$ cat config.mk
export PLATFORM = sky130hd
export DESIGN_NAME = alarm_chime
export DESIGN_NICKNAME = d
export VERILOG_FILES = /design/src/rtl/alarm_chime.sv
export SDC_FILE = /design/constraint.sdc
export NUM_CORES = 1
export LEC_CHECK = 0
export BUFFER_PORTS_ARGS = -buffer_cell sky130_fd_sc_hd__buf_2
export CORE_ASPECT_RATIO = 1.25
export CORE_MARGIN = 2
export CORE_UTILIZATION = 50
export DETAILED_ROUTE_END_ITERATION = 12
export HOLD_SLACK_MARGIN = 0.03
export PLACE_DENSITY = 0.79
export RECOVER_POWER = 100
export SYNTH_ARGS = -nofsm -noshare
export SYNTH_HDL_FRONTEND = slang
export SYNTH_SLANG_ARGS = --single-unit
export TNS_END_PERCENT = 5
$ cat constraint.sdc
create_clock -name CP -period 3.2 [get_ports CP]
set_input_delay 0.16 -clock CP [delete_from_list [all_inputs] [get_ports CP]]
set_output_delay 0.16 -clock CP [all_outputs]
set_load 0.02 [all_outputs]
$ cat src/rtl/alarm_chime.sv
// Hourly chime and daily alarm driven from the BCD time-of-day counter.
// The alarm has a stop/snooze state machine. Every output is registered from the next-state decode.
module alarm_chime #(
  parameter int unsigned ALARM_SECS = 60,
  parameter int unsigned SNOOZE_MIN = 5
) (
  input  logic       CP,
  input  logic       CR,
  input  logic [7:0] Q_H,
  input  logic [7:0] Q_M,
  input  logic [7:0] Q_S,
  input  logic       CHIME_EN,
  input  logic       AL_EN,
  input  logic       AL_LD,
  input  logic [7:0] AL_H,
  input  logic [7:0] AL_M,
  input  logic       STOP,
  input  logic       SNZ,
  output logic [7:0] AH_Q,
  output logic [7:0] AM_Q,
  output logic       BEEP,
  output logic       TONE,
  output logic       RINGING,
  output logic       SNOOZING
);

  typedef enum logic [1:0] {IDLE, RING, SNOOZE} state_t;

  localparam logic [9:0] RING_LAST = 10'(ALARM_SECS - 1);
  localparam logic [9:0] SNZ_LAST  = 10'(SNOOZE_MIN * 60 - 1);

  state_t     state, state_n;
  logic [9:0] sec_cnt, cnt_n;
  logic [7:0] prev_s;
  logic       sb, match, load_ok, chime_lo, chime_hi;

  function automatic logic bcd_ok(input logic [7:0] v);
    return (v[7:4] <= 4'd9) && (v[3:0] <= 4'd9);
  endfunction

  assign sb      = (Q_S != prev_s);
  assign match   = sb && AL_EN && (Q_H == AH_Q) && (Q_M == AM_Q) && (Q_S == 8'h00);
  assign load_ok = bcd_ok(AL_H) && bcd_ok(AL_M) && (AL_H <= 8'h23) && (AL_M <= 8'h59);

  // Even seconds 50..58: tens digit 5, units digit even and at most 8.
  assign chime_lo = CHIME_EN && (Q_M == 8'h59) && (Q_S[7:4] == 4'h5)
                    && !Q_S[0] && (Q_S[3:0] <= 4'h8);
  assign chime_hi = CHIME_EN && (Q_M == 8'h00) && (Q_S == 8'h00);

  always_comb begin
    state_n = state;
    cnt_n   = sec_cnt;
    if (!AL_EN) begin
      state_n = IDLE;
      cnt_n   = '0;
    end else begin
      unique case (state)
        IDLE: begin
          if (match) begin
            state_n = RING;
            cnt_n   = '0;
          end
        end
        RING: begin
          if (STOP) begin
            state_n = IDLE;
          end else if (SNZ) begin
            state_n = SNOOZE;
            cnt_n   = '0;
          end else if (sb) begin
            if (sec_cnt == RING_LAST) state_n = IDLE;
            else                      cnt_n   = sec_cnt + 10'd1;
          end
        end
        SNOOZE: begin
          if (STOP) begin
            state_n = IDLE;
          end else if (sb) begin
            if (sec_cnt == SNZ_LAST) begin
              state_n = RING;
              cnt_n   = '0;
            end else begin
              cnt_n = sec_cnt + 10'd1;
            end
          end
        end
        default: begin
          state_n = IDLE;
          cnt_n   = '0;
        end
      endcase
    end
  end

  always_ff @(posedge CP) begin
    if (CR) begin
      state    <= IDLE;
      sec_cnt  <= '0;
      prev_s   <= '0;
      AH_Q     <= '0;
      AM_Q     <= '0;
      BEEP     <= 1'b0;
      TONE     <= 1'b0;
      RINGING  <= 1'b0;
      SNOOZING <= 1'b0;
    end else begin
      state    <= state_n;
      sec_cnt  <= cnt_n;
      prev_s   <= Q_S;
      if (AL_LD && load_ok) begin
        AH_Q <= AL_H;
        AM_Q <= AL_M;
      end
      RINGING  <= (state_n == RING);
      SNOOZING <= (state_n == SNOOZE);
      // The alarm takes precedence over both chime pitches.
      if (state_n == RING) begin
        BEEP <= 1'b1;
        TONE <= 1'b1;
      end else if (chime_hi) begin
        BEEP <= 1'b1;
        TONE <= 1'b1;
      end else if (chime_lo) begin
        BEEP <= 1'b1;
        TONE <= 1'b0;
      end else begin
        BEEP <= 1'b0;
        TONE <= 1'b0;
      end
    end
  end

endmodule
==> results of run 1 <==
-- critical path: cells and delay by family (launching register included) --
kind	cells	cell delay (ns)
xor+xnor	1	0.16
simple gates	1	0.32
flops	1	0.33
compound gates	5	1.76
-- layout by cell type (no fill, tap or decap), types with 9 or more instances in the layout --
cell type,count
buf_2,45
dfxtp_1,40
nor2_1,28
clkbuf_1,21
xor2_1,19
mux2i_1,14
xnor2_1,13
nor2b_1,12
nand2_1,9
-- layout make-up --
cell class,count,area share
Multi-Input combinational cell,168,0.468
Sequential cell,40,0.325
Timing Repair Buffer,66,0.123
Clock buffer,7,0.0391
Tap cell,54,0.0274
Clock inverter,1,0.0122
Inverter,3,0.00457
-- cells in the mapped netlist, types with 5 or more instances --
| library cell | n |
|---|---|
| nor2_1 | 28 |
| o21ai_0 | 5 |
| nor3_1 | 5 |
| nand2_1 | 9 |
| nand4_1 | 6 |
| xnor2_1 | 13 |
| xor2_1 | 19 |
| nor4_1 | 5 |
| nand3_1 | 7 |
| mux2i_1 | 14 |
| dfxtp_1 | 40 |
| ha_1 | 5 |
| nor2b_1 | 12 |
-- per-stage QoR --
stage | cells | hold WS [ns] | total power, W | area [µm²] | utilization
global placement | 331 | 0.400 | 0.000606 | 2390 | 0.626
global route | 339 | 0.121 | 0.00108 | 2460 | 0.645
floorplan | 215 | 0.243 | 0.000560 | 2010 | -
CTS | 339 | 0.119 | 0.00105 | 2510 | 0.659
finish | 339 | 0.127 | 0.00104 | 2460 | 0.645
detailed placement | 331 | 0.425 | 0.000607 | 2390 | 0.626
-- worst max-delay path by stage --
stage | from | end | slack (ns)
global placement | AM_Q[5] | sec_cnt[8] | 0.78
finish | AM_Q[5] | TONE | 0.53
CTS | AM_Q[5] | sec_cnt[8] | 0.66
detailed placement | AM_Q[5] | sec_cnt[8] | 0.68
floorplan | AM_Q[5] | sec_cnt[0] | 0.92
global route | AH_Q[4] | sec_cnt[2] | 0.25
-- power groups by stage --
stage	clock [W]	sequential [W]	combinational [W]
global placement	0	0.000518	0.0000878
finish	0.000443	0.000507	0.0000873
global route	0.000477	0.000508	0.0000969
CTS	0.000457	0.000507	0.0000894
floorplan	0	0.000520	0.0000399
detailed placement	0	0.000519	0.0000884
-- kinds of logic after synthesis --
group | count (synthesis) | synth area share
flip-flops | 40 | 0.399
multiplexers | 14 | 0.0698
AO/OA/AOI/OAI | 25 | 0.104
adder cells (fa/ha/maj) | 5 | 0.0312
XOR/XNOR | 32 | 0.140
buffers and inverters | 7 | 0.0137
AND/OR/NAND/NOR | 92 | 0.243
-- layer usage --
layer	wire length [µm]	share of wire	vias to the layer above
li1	-	-	894
met1	1980	0.43	818
met2	2200	0.48	68
met3	335	0.072	10
met4	114	0.025	0
met5	0	0	-
-- registers in the layout (all words and copies together) (netlist names) --
signal and flops:
prev_s 8, AH_Q 8, sec_cnt 10, state 2, SNOOZING 1, AM_Q 8, RINGING 1, TONE 1
BEEP 1
==> results.yml, run 1 <==
die:
  die_w_um: 60.7
  io_pins: 67
  core.rowCount: 25
  core_area_um2: 3820
  die_h_um: 74.8
  die_area_um2: 4540
  initial_core_util: 0.526
clock_network:
  holdBufCountCts: 0
  h-tree-depth: 2
  clk_pin_slew_ns: 0.08
  clk_latency_ns: 0.29
  cts.sink_count: 40
  cts_resized: 0
  post-cts-setup-buffers: 0
  cts-root-buf: "clkbuf_8"
  cts_max_path_buffers: 2
  cts_buffers: 5
  cts_tree: "yes"
logic_synthesis:
  synth_top_cells_by_area: "dfxtp_1 40%, xor2_1 8.3%, mux2i_1 7.0%, xnor2_1 5.7%, nor2_1 5.2%"
  yosysWarnings: 0
  async_reset_ff_frac: 0
  synthCells: 215
  syn_nets: 267
  seq_area_frac_synth: 0.399
  synth-edff-count: 0
  synthesis.area_um2: 2010
  post_synth.cell_area_avg_um2: 9.33
  ys_types: 42
  yosys.area.top_type: "dfxtp_1"
  synth-main-ff-cell: "dfxtp_1"
  yosysTopAreaCellShare: 0.399
  synth-seq-cells: 40
finish:
  drive_above_1_share: 0.200
  n_antenna_cell: 0
  layout.area.seq_um2: 801
  layout.nets: 336
  area_growth_pct: 22.7
  final.fill_count: 363
  multi_input_area_um2: 1150
sta:
  fmax_mhz: 375
  setup_viol: 0
  post-route-period-util: 0.833
  finalClockSkew_ns: 0.0105
  period_needed_ns: 2.67
  fin_setup_tns_ns: 0
  worstMarginPinSlew_ns: 1.01
  rsz0062_at_grt: "false"
  slew_viol_final: 0
  timing.slew.headroom: 0.328
  final-hold-violation-count: 0
  fin_ws_ns: 0.534
detailed_routing:
  postRouteAntennaNets: 0
  drtIter0Drc: 54
  vias: 1790
  wire_per_inst_um: 13.7
  finalWirelength_um: 4630
  viasPerCell: 5.28
  drc: 0
  drt-pass1-iter-count: 4
worst_setup_path:
  cp_cell_sequence: "xor2_1 > nor4_1 > o2111ai_1 > o41ai_2 > o21ai_0 > a21o_1 > o31ai_1"
  critical-path-max-stage-delay_ns: 0.73
  reg2reg_setup_slack_ns: 0.53
  reg2reg_depth: 7
  critical_path.slowest_cell: "o41ai_2"
  cp.required_ns: 3.39
  path_class: "reg2reg"
  rr_startpoint: "AM_Q[5]"
  crit_arrival_ns: 2.86
  cp-start-kind: "register"
  critPathMaxFanout: 9
  worst_r2r_endpoint: "TONE"
  crit_path_end_kind: "register"
placed_design:
  io_buffers: 66
  place_hpwl_um: 3620
  post-place-ws_ns: 0.685
  globalplace.congestion: 0.840
worst_hold_path:
  hold_path_class: "in2reg"
  min_path_cells: 3
  whs_endpoint: "AH_Q[1]"
  hp-start: "AL_H[1]"
power_and_ir_drop:
  pwr-share-seq: 0.489
  internal_power_w: 0.000821
  combPwrFrac: 0.084
  powerDensity_nw_per_um2: 421
  clockPowerShare: 0.427
  p_sw_w: 0.000216
  peakVddDrop_v: 0.000262
  power.share.switching: 0.208
  p_leak_nw: 0.963
global_route:
  antenna_found_initial: 0
  grt_pass1_wl_um: 7020
  use_met2: 0.372
  grt_overflow_total: 0
  grt_use_met3: 0.0533
  grt_pass1_vias: 1656
  track_usage: 0.206
  use_met1: 0.228
  grt_max_degree: 25
  grt_most_used_layer: "met2"
run:
  drv_cap: 0
status:
  status: "finished, final reports clean"
(Power assumes the default switching activity.)
==> inputs of run 2 (changes only) <==
--- a/config.mk
+++ b/config.mk
@@ -8,10 +8,10 @@
 export BUFFER_PORTS_ARGS = -buffer_cell sky130_fd_sc_hd__buf_2
 export CORE_ASPECT_RATIO = 1.25
 export CORE_MARGIN = 2
-export CORE_UTILIZATION = 50
+export CORE_UTILIZATION = 45
 export DETAILED_ROUTE_END_ITERATION = 12
 export HOLD_SLACK_MARGIN = 0.03
-export PLACE_DENSITY = 0.79
+export PLACE_DENSITY = 0.75
 export RECOVER_POWER = 100
 export SYNTH_ARGS = -nofsm -noshare
 export SYNTH_HDL_FRONTEND = slang
==> constraint.sdc (replaced) <==
create_clock -name CP -period 2.3 [get_ports CP]
set_input_delay 0.115 -clock CP [delete_from_list [all_inputs] [get_ports CP]]
set_output_delay 0.115 -clock CP [all_outputs]
set_load 0.02 [all_outputs]
==> results.yml, run 2 (synthesis results as in run 1) <==
clock_network:
  cts_max_path_buffers: 2
  cts.sink_count: 40
  clk_pin_slew_ns: 0.08
  cts_buffers: 5
  holdBufCountCts: 0
  cts_tree: "yes"
  clk_latency_ns: 0.29
  cts-root-buf: "clkbuf_8"
  h-tree-depth: 2
finish:
  n_antenna_cell: 0
  layout.nets: 350
  drive_above_1_share: 0.268
  regMostFlops: "sec_cnt"
  largest_reg_flops: 10
  mostFrequentLayoutCell: "buf_2"
  area_growth_pct: 31.4
  layout_common_cells: "46 x buf_2, 39 x dfxtp_1, 28 x nor2_1"
global_route:
  grt_overflow_total: 0
  antenna_found_initial: 0
  grt_pass1_wl_um: 7380
  grt_pass1_vias: 1692
  grt_max_degree: 25
  track_usage: 0.190
sta:
  setup_viol: 3
  fin_ws_ns: -0.0240
  worstMarginPinSlew_ns: 1.02
  post-route-period-util: 1.01
  slew_viol_final: 0
  period_needed_ns: 2.32
  rsz0062_at_grt: "true"
  finalClockSkew_ns: 0.00891
  fmax_mhz: 430
  hold_slack_ns: 0.0628
  timing.slew.headroom: 0.318
  final-hold-violation-count: 0
  fin_setup_tns_ns: -0.0305
detailed_routing:
  finalWirelength_um: 4820
  drtIter0Drc: 65
  drc: 0
  drt-pass1-iter-count: 4
  postRouteAntennaNets: 0
  viasPerCell: 5.17
  wire_per_inst_um: 13.5
  vias: 1847
placed_design:
  globalplace.congestion: 0.860
  io_buffers: 66
  place_hpwl_um: 3650
worst_setup_path:
  critical-path-max-stage-delay_ns: 0.53
  reg2reg_setup_slack_ns: -0.02
  critPathMaxFanout: 3
  path_class: "reg2reg"
  crit_path_end_kind: "register"
  cp_cell_sequence: "or4b_4 > or4_4 > o21bai_4 > a22oi_2 > o21ai_1 > a21o_1 > o31ai_2"
  cp-start-kind: "register"
  critical_path.slowest_cell: "or4b_4"
  crit_arrival_ns: 2.54
  cp.required_ns: 2.51
power_and_ir_drop:
  combPwrFrac: 0.095
  clockPowerShare: 0.400
  pwr-share-seq: 0.505
  powerDensity_nw_per_um2: 530
  p_leak_nw: 1.06
  peakVddDrop_v: 0.000385
  p_sw_w: 0.000310
  power.share.switching: 0.222
  internal_power_w: 0.00109
die:
  initial_core_util: 0.461
  io_pins: 67
  die_area_um2: 5010
  die_h_um: 78.7
  die_w_um: 63.7
  core.rowCount: 27
  core_area_um2: 4360
status:
  violations: "setup timing"
  status: "finished, violations left"
worst_hold_path:
  hold_path_class: "in2reg"
run:
  drv_cap: 0
## run 2: changes by cell type in the layout (fill, tap and decap cells not counted), moves of 2 or more
cell,previous run,this run
buf_4,0,10
buf_6,0,2
clkbuf_1,21,23
clkbuf_8,7,5
nor4_1,5,3
nor4_2,0,2
## run 2: routing by layer
metal,share of wire,track usage
met2,0.49,0.339
met3,0.067,0.0401
met5,0,0
met4,0.018,0.0783
met1,0.42,0.218
## run 2: path summary, 6_finish.rpt
kind / endpoint / cells after the start / startpoint
max reg2reg: TONE / 7 / sec_cnt[6]
max: TONE / 7 / sec_cnt[6]
min reg2reg: sec_cnt[9] / 2 / sec_cnt[9]
min: AM_Q[0] / 3 / AL_M[0]
## run 2: final cells by class
cell class | count | area (µm²)
Timing Repair Buffer | 80 | 410
Inverter | 3 | 11.3
Tap cell | 58 | 72.6
Multi-Input combinational cell | 168 | 1230
Sequential cell | 40 | 802
Fill cell | 414 | 1720
Clock inverter | 2 | 35.0
Clock buffer | 6 | 72.6
## run 2: per-stage QoR
| step | instances | worst slack, ns | utilization | total power (W) | cell area, µm² |
|---|---|---|---|---|---|
| final | 357 | -0.0240 | 0.605 | 0.00140 | 2640 |
| after global routing | 357 | -0.140 | 0.605 | 0.00145 | 2640 |
| after CTS | 355 | 0.00218 | 0.599 | 0.00141 | 2610 |
| after detailed placement | 347 | -0.0387 | 0.570 | 0.000849 | 2480 |
| after global placement | 347 | 0.00156 | 0.570 | 0.000848 | 2480 |
| after floorplan | 215 | 0.0238 | - | 0.000779 | 2010 |
## run 2: power groups by stage
stage	combinational, W	clock [W]	sequential (W)
finish	0.000132	0.000559	0.000705
global route	0.000144	0.000603	0.000706
CTS	0.000130	0.000577	0.000705
detailed placement	0.000128	0	0.000722
global placement	0.000127	0	0.000721
floorplan	0.0000555	0	0.000723
## run 2: repair_timing
action                                  CTS  global route
hold endpoints to repair                  0             0
buffers inserted                          0             1
resized for setup                         4            10
cloned                                    0             1
endpoints found under the setup margin   12            15
pin swaps                                 2            10
## run 2: critical path, delay by kind of cell, from the launching register on
family          cells  cell delay, ns
simple gates        2            1.02
flops               1            0.33
compound gates      5            0.89
